$ cat config.mk
export PLATFORM = sky130hd
export DESIGN_NAME = cyclic_block_decoder
export DESIGN_NICKNAME = d
export VERILOG_FILES = /design/src/rtl/bch_dec_pkg.sv /design/src/rtl/bch_syndrome_lfsr.sv /design/src/rtl/cyclic_block_decoder.sv
export SDC_FILE = /design/constraint.sdc
export NUM_CORES = 1
export LEC_CHECK = 0
export ABC_CLOCK_PERIOD_IN_PS = 1900
export CAP_MARGIN = 20
export CORE_ASPECT_RATIO = 1.25
export CORE_UTILIZATION = 56
export CTS_CLUSTER_DIAMETER = 40
export DETAILED_ROUTE_END_ITERATION = 10
export PLACE_DENSITY = 0.77
export SYNTH_ARGS = -nofsm -noshare
export SYNTH_HDL_FRONTEND = slang
export SYNTH_SLANG_ARGS = --single-unit
$ cat constraint.sdc
create_clock -name CLK -period 1.9 [get_ports CLK]
set_input_delay 0.19 -clock CLK [delete_from_list [all_inputs] [get_ports CLK]]
set_output_delay 0.19 -clock CLK [all_outputs]
set_load 0.1 [all_outputs]
$ cat src/rtl/bch_dec_pkg.sv
// Shared types and the elaboration-time syndrome table builder for the cyclic block decoder.
package bch_dec_pkg;

  localparam int MAX_R = 8;
  localparam int MAX_K = 16;

  typedef struct packed {
    logic             correctable;
    logic [MAX_K-1:0] pattern;
  } syn_entry_t;

  typedef syn_entry_t [2**MAX_R-1:0] syn_table_t;

  // Each single-bit error x^i maps to the remainder x^i mod g; errors in parity positions
  // are still correctable but leave the data bits untouched (all-zero pattern).
  function automatic syn_table_t buildSyndromeTable(input logic [MAX_R:0] poly,
                                                    input int n, input int k);
    syn_table_t       tbl;
    syn_entry_t       entry;
    logic [MAX_R:0]   rem;
    logic [MAX_R-1:0] syn;
    logic [MAX_R-1:0] mask;
    int               r;
    r    = n - k;
    tbl  = '0;
    rem  = {{MAX_R{1'b0}}, 1'b1};
    mask = MAX_R'((1 << r) - 1);
    for (int i = 0; i < n; i++) begin
      syn               = rem[MAX_R-1:0] & mask;
      entry.correctable = 1'b1;
      entry.pattern     = (i >= r) ? (MAX_K'(1) << (i - r)) : '0;
      tbl[syn]          = entry;
      rem               = rem << 1;
      if (rem[r]) rem = rem ^ poly;
    end
    return tbl;
  endfunction

endpackage

$ cat src/rtl/bch_syndrome_lfsr.sv
// Serial polynomial-division LFSR: remainder of the received bit stream (MSB first) mod POLY.
module bch_syndrome_lfsr #(
  parameter int              DEGREE = 3,
  parameter logic [DEGREE:0] POLY   = 4'b1011
) (
  input  logic              i_clock,
  input  logic              i_reset,
  input  logic              i_clear,
  input  logic              i_shift,
  input  logic              i_bit,
  output logic [DEGREE-1:0] o_remainder,
  output logic [DEGREE-1:0] o_remainderNext
);

  logic [DEGREE-1:0] r_rem;
  logic [DEGREE-1:0] w_next;

  assign w_next = {r_rem[DEGREE-2:0], i_bit} ^ ({DEGREE{r_rem[DEGREE-1]}} & POLY[DEGREE-1:0]);

  // Clear takes priority so a finished block can hand off while the next one starts from zero.
  always_ff @(posedge i_clock or posedge i_reset) begin
    if (i_reset) begin
      r_rem <= '0;
    end else if (i_clear) begin
      r_rem <= '0;
    end else if (i_shift) begin
      r_rem <= w_next;
    end
  end

  assign o_remainder     = r_rem;
  assign o_remainderNext = w_next;

endmodule

$ cat src/rtl/cyclic_block_decoder.sv
// Serial cyclic block decoder: collect (A) -> hold (B) -> output (C) pipeline that streams out
// the K data bits of each codeword, optionally corrected through a single-error syndrome table.
module cyclic_block_decoder
  import bch_dec_pkg::*;
#(
  parameter     DEC_BCH_POLYNOM = 4'b1011,
  parameter int DEC_N           = 7,
  parameter int DEC_K           = 4,
  parameter bit CORRECT_EN      = 1'b1
) (
  input  logic CLK,
  input  logic RESET,
  input  logic DATA_IN,
  input  logic DATA_IN_VALID,
  output logic DATA_IN_READY,
  output logic DATA_OUT,
  output logic DATA_OUT_VALID,
  input  logic DATA_OUT_READY,
  output logic DATA_OUT_LAST,
  output logic ERR_DETECTED,
  output logic ERR_CORRECTED,
  output logic UNCORRECTABLE
);

  localparam int              R         = DEC_N - DEC_K;
  localparam int              PW        = MAX_R + 1;
  localparam int              AW        = $clog2(DEC_N);
  localparam int              CW        = (DEC_K > 1) ? $clog2(DEC_K) : 1;
  localparam logic [MAX_R:0]  POLY_EXT  = PW'(DEC_BCH_POLYNOM);
  localparam logic [R:0]      POLY      = POLY_EXT[R:0];
  localparam logic [AW-1:0]   A_LAST    = AW'(DEC_N - 1);
  localparam logic [CW-1:0]   C_LAST    = CW'(DEC_K - 1);
  localparam syn_table_t      SYN_TABLE = buildSyndromeTable(POLY_EXT, DEC_N, DEC_K);

  logic [DEC_N-1:0] r_aShift;
  logic [AW-1:0]    r_aCount;
  logic             r_aFull;
  logic [DEC_K-1:0] r_bData;
  logic [R-1:0]     r_bSyn;
  logic             r_bFull;
  logic [DEC_K-1:0] r_cData;
  logic [CW-1:0]    r_cCount;
  logic             r_cFull;
  logic             r_errDet;
  logic             r_errCorr;
  logic             r_uncorr;

  logic             w_inXfer;
  logic             w_aLastBit;
  logic             w_aDone;
  logic             w_aToB;
  logic [DEC_K-1:0] w_aData;
  logic [R-1:0]     w_aSyn;
  logic [R-1:0]     w_rem;
  logic [R-1:0]     w_remNext;
  logic             w_outXfer;
  logic             w_cLastBit;
  logic             w_bToC;
  logic [MAX_R-1:0] w_synIdx;
  logic             w_errDet;
  logic             w_correctable;
  logic [DEC_K-1:0] w_pattern;
  logic [DEC_K-1:0] w_corrData;

  bch_syndrome_lfsr #(
    .DEGREE (R),
    .POLY   (POLY)
  ) u_lfsr (
    .i_clock         (CLK),
    .i_reset         (RESET),
    .i_clear         (w_aToB),
    .i_shift         (w_inXfer),
    .i_bit           (DATA_IN),
    .o_remainder     (w_rem),
    .o_remainderNext (w_remNext)
  );

  // A hands off either its held block or the one completing on this very edge.
  assign w_inXfer   = DATA_IN_VALID & ~r_aFull;
  assign w_aLastBit = (r_aCount == A_LAST);
  assign w_aDone    = r_aFull | (w_inXfer & w_aLastBit);
  assign w_aData    = r_aFull ? r_aShift[DEC_N-1:R] : r_aShift[DEC_N-2:R-1];
  assign w_aSyn     = r_aFull ? w_rem : w_remNext;
  assign w_aToB     = w_aDone & (~r_bFull | w_bToC);

  assign w_outXfer  = r_cFull & DATA_OUT_READY;
  assign w_cLastBit = (r_cCount == C_LAST);
  assign w_bToC     = r_bFull & (~r_cFull | (w_outXfer & w_cLastBit));

  assign w_synIdx      = MAX_R'(r_bSyn);
  assign w_errDet      = |r_bSyn;
  assign w_correctable = SYN_TABLE[w_synIdx].correctable;
  assign w_pattern     = CORRECT_EN ? SYN_TABLE[w_synIdx].pattern[DEC_K-1:0] : '0;
  assign w_corrData    = r_bData ^ w_pattern;

  always_ff @(posedge CLK or posedge RESET) begin
    if (RESET) begin
      r_aShift <= '0;
      r_aCount <= '0;
      r_aFull  <= 1'b0;
    end else begin
      if (w_inXfer) begin
        r_aShift <= {r_aShift[DEC_N-2:0], DATA_IN};
        r_aCount <= w_aLastBit ? '0 : r_aCount + 1'b1;
      end
      if (w_aToB) begin
        r_aFull <= 1'b0;
      end else if (w_inXfer & w_aLastBit) begin
        r_aFull <= 1'b1;
      end
    end
  end

  // Only the data bits travel on; the parity bits are fully summarised by the syndrome.
  always_ff @(posedge CLK or posedge RESET) begin
    if (RESET) begin
      r_bData <= '0;
      r_bSyn  <= '0;
      r_bFull <= 1'b0;
    end else if (w_aToB) begin
      r_bData <= w_aData;
      r_bSyn  <= w_aSyn;
      r_bFull <= 1'b1;
    end else if (w_bToC) begin
      r_bFull <= 1'b0;
    end
  end

  always_ff @(posedge CLK or posedge RESET) begin
    if (RESET) begin
      r_cData   <= '0;
      r_cCount  <= '0;
      r_cFull   <= 1'b0;
      r_errDet  <= 1'b0;
      r_errCorr <= 1'b0;
      r_uncorr  <= 1'b0;
    end else if (w_bToC) begin
      r_cData   <= w_corrData;
      r_cCount  <= '0;
      r_cFull   <= 1'b1;
      r_errDet  <= w_errDet;
      r_errCorr <= w_errDet & w_correctable & CORRECT_EN;
      r_uncorr  <= w_errDet & ~w_correctable;
    end else if (w_outXfer) begin
      r_cData  <= {r_cData[DEC_K-2:0], 1'b0};
      r_cCount <= r_cCount + 1'b1;
      if (w_cLastBit) r_cFull <= 1'b0;
    end
  end

  assign DATA_IN_READY  = ~r_aFull;
  assign DATA_OUT       = r_cFull & r_cData[DEC_K-1];
  assign DATA_OUT_VALID = r_cFull;
  assign DATA_OUT_LAST  = r_cFull & w_cLastBit;
  assign ERR_DETECTED   = r_cFull & r_errDet;
  assign ERR_CORRECTED  = r_cFull & r_errCorr;
  assign UNCORRECTABLE  = r_cFull & r_uncorr;

endmodule

After elaboration in Yosys (flattened, before gate mapping):

Memories as Yosys holds them, arrays and structs flattened.
Cells that the tools add are included.

* logic and storage cells: 65
* output and inout port bits: 7
* memories: 1
* flip-flop bits (word level): 32
* input bits: 5
* ROM bits: 136

* muxes and demuxes: 17
* order comparisons: 1
* bitwise logic cells: 22
* eq/ne operators: 2
* $add $sub $neg: 2
* reduce and logical (&&, ||, !) cells: 7

Memory list
* (no name shown): depth 8, bits a word 17, rd ports 1, clocked after Yosys merged registers in 0, wr ports 0, RTL line cyclic_block_decoder.sv:93 `assign w_pattern = CORRECT_EN ? SYN_TABLE[w_synIdx].pattern[DEC_K-1:0] : '0;`

Operator list (count)
* 17-bit 2-to-1 mux: 1
* 1-bit AND: 13
* 3-bit 2-to-1 mux: 4
* 4-bit 2-to-1 mux: 3
* 2-bit nonzero test: 5
* 3-bit by 9-bit less-than comparator with 1-bit output, second input constant: 1
* 1-bit 2-to-1 mux: 7
* 2-bit 2-to-1 mux: 2
* 1-bit NOT: 4
* 4-bit bitwise XOR: 1
* 3-bit by 1-bit adder with 3-bit output, second input constant: 1
* 3-bit == test, second input constant: 1
* 1-bit bitwise OR: 3
* 3-bit OR reduction: 1
* 3-bit by 2-bit bitwise XOR with 3-bit output: 1
* 2-bit by 1-bit adder with 2-bit output, second input constant: 1
* 2-bit == test, second input constant: 1
* 2-bit AND reduction: 1

Longest topological paths before layout:

Gate-level depths: netlist of the first run.

* depth in word-level cells: 7
* gate-level depth with buffers: 5
* mapped depth without buffers: 4

Hierarchy:

Synthesis of the first run repeated with hierarchy kept, for this count alone.

* cell total of the unflattened synthesis: 136
* area total of the unflattened synthesis: 1534.0 µm²

By module, submodules not included
* cyclic_block_decoder: seq. area each 700.7 µm², area an instance 1376.3 µm², cells each 121, times used 1
* bch_syndrome_lfsr: seq. area each 75.1 µm², area an instance 157.7 µm², cells each 15, times used 1

Least setup slack after synthesis of the first run:

Ideal clock, no wire load.

* path kind: register to output
* start: reg r_cFull (netlist: DATA_OUT_VALID)
* end: out ERR_DETECTED
* path buffers: 1
* data required time: 1.710 ns
* stages on the path, launching flop included: 3
* arrival time: 2.287 ns
* slack: -0.577 ns
* cells stage by stage: dfrtp_1 -> and2_1 -> buf_4

* word-level cells in the longest chain between the ends: 1

Ends and longest elaborated chain
* start: declaration: RTL line cyclic_block_decoder.sv:43 `logic r_cFull;`
* start signal: assignment: RTL line cyclic_block_decoder.sv:133 `r_cFull <= 1'b0;`
* start signal: assignment: RTL line cyclic_block_decoder.sv:140 `r_cFull <= 1'b1;`
* start signal: assignment: RTL line cyclic_block_decoder.sv:147 `if (w_cLastBit) r_cFull <= 1'b0;`
* 1-bit AND: RTL line cyclic_block_decoder.sv:155 `assign ERR_DETECTED = r_cFull & r_errDet;`
* end: declaration: RTL line cyclic_block_decoder.sv:20 `output logic ERR_DETECTED,`

Every way passes these cells.

Final worst setup path of the first run:

* start: reg r_aCount[0]
* end: reg r_bSyn[0]

* word-level cells in the longest chain between the ends: 4

Ends and longest elaborated chain
* start: declaration: RTL line cyclic_block_decoder.sv:36 `logic [AW-1:0] r_aCount;`
* start signal: assignment: RTL line cyclic_block_decoder.sv:104 `r_aCount <= w_aLastBit ? '0 : r_aCount + 1'b1;`
* 3-bit == test: RTL line cyclic_block_decoder.sv:80 `assign w_aLastBit = (r_aCount == A_LAST);`
* 1-bit AND: RTL line cyclic_block_decoder.sv:81 `assign w_aDone = r_aFull | (w_inXfer & w_aLastBit);`
* 1-bit bitwise OR: RTL line cyclic_block_decoder.sv:81
* 1-bit AND: RTL line cyclic_block_decoder.sv:84 `assign w_aToB = w_aDone & (~r_bFull | w_bToC);`
* end signal: assignment: RTL line cyclic_block_decoder.sv:122 `r_bSyn <= w_aSyn;`
* end: declaration: RTL line cyclic_block_decoder.sv:39 `logic [R-1:0] r_bSyn;`

Every way passes these cells.
A chain may end at the register's enable or synchronous reset.

==> flow_summary_export.csv, run 1 <==
group,metric,value,unit
place,place_inst,159,
final_layout,layout-drive-gt1-share,31.6,%
timing,max_slew.worst_pin.slew,0.374,ns
pwr,p_sw,0.00117,W
critical_path,reg2reg_from,"r_aCount[0]",
cts,clkTransAtPathRegs,0.09,ns
place,io_buffers,11,
routing,wl_per_cell,13.1,µm
critical_path,crit_required,2.11,ns
final_layout,final_net_count,139,
synth,syn_avg_cell_area,12.6,µm²
routing,final_antenna_net_count,0,
routing,viasPerCell,5.37,
timing,finalCritPeriodShare,83.6,%
routing,drcViolationCount,0,
critical_path,cp_max_fo,10,
timing,finalSetupTns,0,ns
final_layout,instances_no_fill,166,
die,die_w,47.8,µm
synth,synth-async-reset-ratio,100,%
pwr,pwr-share-clk,11.7,%
die,num_io_pins,12,
synth,synth-seq-cells,31,
timing,final_hold_viol_count,0,
routing,first_iter_violations,4,
cts,insertion_delay,0.32,ns
final_layout,mostFrequentLayoutCell,"dfrtp_1",
critical_path,path_class,"reg -> reg",
job,drv_cap,0,
synth,synth.cell_area,1470,µm²
routing,drtPass1Iterations,4,
cts,cts_root_buf,"clkbuf_4",
synth,synth_flop_cell,"dfrtp_1",
critical_path,crit_path_end_kind,"register",
synth,ys_seq_area_share,52.8,%
cts,cts_hold_buf,0,
critical_path,crit_start,"r_aCount[0]",
timing,setup_violations,0,
pwr,irDropWorstVdd,0.00110,V
synth,synth_cell_types,28,
die,core_area,2450,µm²
routing,num_vias,892,
place,dp_hpwl,1.64,mm
die,row_count,20,
timing,rsz0062_at_grt,"false",
timing,period_minus_slack,1.59,ns
die,die_area,2830,µm²
synth,synth-edff-count,0,
synth,synth_warnings,0,
global_routing,grt_remaining_overflow,0,
routing,wirelength,2.17,mm
synth,syn_inst,117,
pwr,p_leak,0.771,nW
critical_path,cp-start-kind,"register",
final_layout,layout_common_cells,"dfrtp_1 (30), mux2_2 (21), mux2i_1 (8), nand2_1 (7), buf_4 (6)",
cts,cts_buffers,5,
pwr,p_int,0.00168,W
pwr,powerDensity,1690,nW/µm²
critical_path,cp-endpoint,"r_bSyn[0]",
die,die_h,59.3,µm
pwr,swShare,41.1,%
global_routing,grt_pass1_wl,3.80,mm
critical_path,critPathArrivalTime,1.79,ns
pwr,seq_power_share,41.9,%
cts,postCtsSetupRepairBufs,0,
cts,cts_tree,"yes",
critical_path,rrSetupSlack,0.31,ns
run_status,status,"completed",
die,start_util,59.9,%
timing,relSlewSlack,75.1,%
place,gpl.final_weighted_congestion,0.733,
cts,cts_resized,0,
timing,slew_violations,0,
global_routing,grt_max_degree,32,
cts,clock_path_buffers,2,
critical_path,timing.rr.end,"r_bSyn[0]",
timing,skew,0.0111,ns
timing,fmax,0.629,GHz
cts,numClockSinks,31,
critical_path,rr_worst_depth,3,
global_routing,antenna_found_initial,0,
global_routing,grt_pass1_vias,869,
pwr,pwr-share-comb,46.4,%
final_layout,syn_to_final_growth,15.0,%
synth,syn-num-nets,123,
hold_path,hold_class,"in -> async",
cts,htreeDepth,2,
global_routing,grtUsageTotal,20.2,%
final_layout,n_antenna_cell,0,
==> worst min-delay path by stage <==
stage              from           to  slack, ns
2_1_floorplan     RESET  r_aCount[0]       0.29
3_3_place_gp   r_uncorr     r_uncorr       0.46
3_5_place_dp   r_uncorr     r_uncorr       0.48
4_1_cts           RESET  r_cCount[0]       0.23
5_1_grt           RESET  r_cCount[0]       0.28
6_report          RESET  r_cCount[0]       0.24
==> critical path: stages (launching register included) <==
cell	delay, ns
dfrtp_1	0.43
nand4b_1	0.27
a22oi_4	0.40
mux2_2	0.38
==> flip-flops by register name, summed over array words and instances (netlist names), 2 cells and up <==
signal,flops
r_bData,4
r_aCount,3
r_cCount,2
r_aShift,7
u_lfsr.o_remainder,3
r_bSyn,3
r_cData,4
==> final cells by class <==
cell class,instances,area (µm²)
clock buffer,7,45.0
fill,208,763
inverter,2,7.51
multi-input combinational,79,653
sequential,31,777
tap,33,41.3
timing repair buffer,14,165
==> stage by stage <==
stage / instance area (µm²) / hold WS (ns) / total power, W / worst slack, ns / utilization [%]
global placement: 1640 / 0.460 / 0.00248 / 0.201 / 67.0
finish: 1690 / 0.240 / 0.00285 / 0.311 / 68.9
floorplan: 1470 / 0.293 / 0.00220 / 0.0486 / -
global route: 1690 / 0.276 / 0.00304 / 0.214 / 68.9
detailed placement: 1640 / 0.476 / 0.00255 / 0.151 / 67.0
CTS: 1690 / 0.234 / 0.00289 / 0.306 / 68.9
==> power groups by stage <==
stage | sequential, W | combinational (W) | clock [W]
2_1_floorplan | 0.00121 | 0.000991 | 0
3_3_place_gp | 0.00118 | 0.00130 | 0
3_5_place_dp | 0.00121 | 0.00134 | 0
4_1_cts | 0.00119 | 0.00134 | 0.000356
5_1_grt | 0.00124 | 0.00143 | 0.000378
6_report | 0.00119 | 0.00132 | 0.000334
==> cells in the mapped netlist, types with 2 or more instances <==
master	n	area (µm²)
dfrtp_1	31	776
mux2_2	21	236
mux2i_1	8	80.1
nand2_1	7	26.3
and2_1	5	31.3
nor2_1	5	18.8
xor2_1	5	43.8
a21oi_1	4	20.0
buf_2	3	15.0
nand3b_1	3	22.5
a211oi_1	2	15.0
a31oi_1	2	12.5
inv_1	2	7.51
nand3_1	2	10.0
nor2b_1	2	12.5
o21ai_0	2	10.0
xnor2_1	2	17.5
==> cell families after synthesis <==
| family | Yosys count | synth area share (%) |
|---|---|---|
| AO/OA/AOI/OAI | 13 | 7.15 |
| AND/OR/NAND/NOR | 29 | 10.6 |
| flip-flops | 31 | 52.8 |
| multiplexers | 29 | 21.6 |
| XOR/XNOR | 7 | 4.17 |
| buffers and inverters | 7 | 2.81 |
| adder cells (fa/ha/maj) | 1 | 0.852 |
==> metal layers <==
metal | part of all wire, % | up-vias | track usage, %
li1 | - | 443 | -
met1 | 40 | 429 | 21.9
met2 | 54 | 14 | 33.8
met3 | 3.5 | 6 | 8.23
met4 | 2.0 | 0 | 8.33
met5 | 0 | - | 0
No activity file was read; power rests on OpenSTA's default activity.
==> run 2, diff against run 1 <==
- ABC_CLOCK_PERIOD_IN_PS: 1900 -> 1450
- CORE_UTILIZATION: 56 -> 50
- PLACE_DENSITY: 0.77 -> 0.73
- clock period: 1.9 -> 1.45 ns (I/O delays scaled with it)
==> flow_summary_export.csv, run 2 (synthesized netlist as in run 1, its figures left out) <==
group,metric,value,unit
cts,clock_path_buffers,2,
pwr,irDropWorstVdd,0.00144,V
die,num_io_pins,12,
routing,drcViolationCount,0,
final_layout,n_antenna_cell,0,
final_layout,mostFrequentLayoutCell,"dfrtp_1",
routing,final_antenna_net_count,0,
timing,max_slew.worst_pin.slew,0.329,ns
timing,fmax,0.673,GHz
timing,setup_violations,7,
pwr,p_leak,0.871,nW
critical_path,crit_start,"r_aCount[0]",
timing,slew_violations,0,
pwr,powerDensity,2250,nW/µm²
critical_path,cp-endpoint,"r_bData[2]",
timing,rsz0062_at_grt,"true",
place,pre_cts_ws,-0.241,ns
timing,hold_slack,0.137,ns
final_layout,largest_register,"r_aShift",
place,io_buffers,11,
global_routing,grt_remaining_overflow,0,
cts,insertion_delay,0.33,ns
cts,numClockSinks,31,
critical_path,cp_max_fo,8,
routing,drtPass1Iterations,3,
timing,period_minus_slack,1.49,ns
final_layout,layout-drive-gt1-share,43.4,%
final_layout,layout_common_cells,"dfrtp_1 (30), mux2_2 (20), buf_4 (12), mux2i_1 (8), buf_12 (8)",
pwr,p_int,0.00258,W
die,die_w,50.5,µm
routing,first_iter_violations,7,
pwr,pwr-share-clk,13.3,%
hold_path,hold_class,"in -> async",
critical_path,crit_required,1.67,ns
cts,cts_tree,"yes",
place,gpl.final_weighted_congestion,0.701,
final_layout,final_area,1890,µm²
critical_path,crit_path_end_kind,"register",
pwr,pwr-share-comb,50.7,%
global_routing,grtUsageTotal,19.0,%
global_routing,grt_pass1_wl,4.40,mm
final_layout,largest_reg_flops,7,
job,drv_cap,0,
pwr,swShare,39.1,%
critical_path,rr_worst_depth,3,
cts,clkTransAtPathRegs,0.09,ns
die,die_area,3160,µm²
routing,wirelength,2.48,mm
critical_path,critPathArrivalTime,1.71,ns
run_status,violations,"setup timing",
die,die_h,62.6,µm
routing,num_vias,943,
die,start_util,53.8,%
timing,layout_setup_ws,-0.0358,ns
timing,skew,0.00451,ns
timing,final_hold_viol_count,0,
pwr,seq_power_share,36.0,%
timing,relSlewSlack,78.0,%
global_routing,antenna_found_initial,0,
timing,finalCritPeriodShare,102,%
cts,htreeDepth,2,
run_status,status,"finished, violations left",
place,place_area,1760,µm²
place,dp_hpwl,1.77,mm
global_routing,grt_pass1_vias,985,
routing,wl_per_cell,13.9,µm
global_routing,grt_max_degree,32,
die,core_area,2730,µm²
critical_path,cp-start-kind,"register",
cts,cts_root_buf,"clkbuf_4",
pwr,p_sw,0.00166,W
final_layout,top_regs,"r_aShift: 7 flops, r_bData: 4 flops, r_cData: 4 flops",
die,row_count,21,
final_layout,finalCoreUtilization,69.1,%
critical_path,rrSetupSlack,-0.04,ns
cts,cts_buffers,5,
final_layout,syn_to_final_growth,28.5,%
final_layout,num-fill-cells,205,
critical_path,path_class,"reg -> reg",
critical_path,timing.rr.end,"r_bData[2]",
final_layout,final_net_count,150,
routing,viasPerCell,5.27,
critical_path,reg2reg_from,"r_aCount[0]",
[run 2: final cells by class]
type	instances	area, µm²	area share [%]
Clock buffer	8	68.8	3.64
Inverter	2	7.51	0.398
Multi-Input combinational cell	79	688	36.4
Sequential cell	31	779	41.3
Tap cell	34	42.5	2.25
Timing Repair Buffer	25	302	16.0
[run 2: critical path: stages (launching register included)]
cell and delay, ns:
dfrtp_1 0.39, nand4b_1 0.25, a22oi_4 0.37, mux2_2 0.38
[run 2: worst min-delay path by stage]
stage | to | slack, ns | depth (start not counted)
floorplan | DATA_OUT_VALID | 0.25 | 1
global placement | r_uncorr | 0.46 | 1
detailed placement | r_uncorr | 0.48 | 1
CTS | r_cData[3] | 0.13 | 3
global route | r_bSyn[2] | 0.17 | 3
finish | r_cData[3] | 0.14 | 3
[run 2: timing repair]
item / 4_1_cts / 5_1_grt
hold endpoints to repair: 0 / 0
pin swaps: 2 / 2
setup buffers: 1 / 3
endpoints found under the setup margin: 18 / 19
hold buffers: 0 / 0
resized for setup: 7 / 4
[run 2: power groups by stage]
stage	registers [W]	clock network [W]	logic, W
floorplan	0.00159	0	0.00131
global placement	0.00150	0	0.00195
detailed placement	0.00154	0	0.00201
CTS	0.00152	0.000586	0.00207
global route	0.00159	0.000625	0.00230
finish	0.00153	0.000565	0.00215
[run 2: per-layer routing]
metal	GRT usage, %	up-vias	share of wire [%]
met5	0	-	0
met1	20.8	457	38
li1	-	462	-
met4	8.33	0	2.5
met3	6.81	8	3.9
met2	32.5	16	56
[run 2: per-stage QoR]
| step | total power, W | cells | TNS [ns] |
|---|---|---|---|
| after floorplan | 0.00290 | 117 | -3.93 |
| after global placement | 0.00345 | 167 | -1.16 |
| after detailed placement | 0.00355 | 167 | -2.08 |
| after CTS | 0.00418 | 176 | -0.194 |
| after global routing | 0.00451 | 179 | -0.677 |
| final | 0.00424 | 179 | -0.196 |
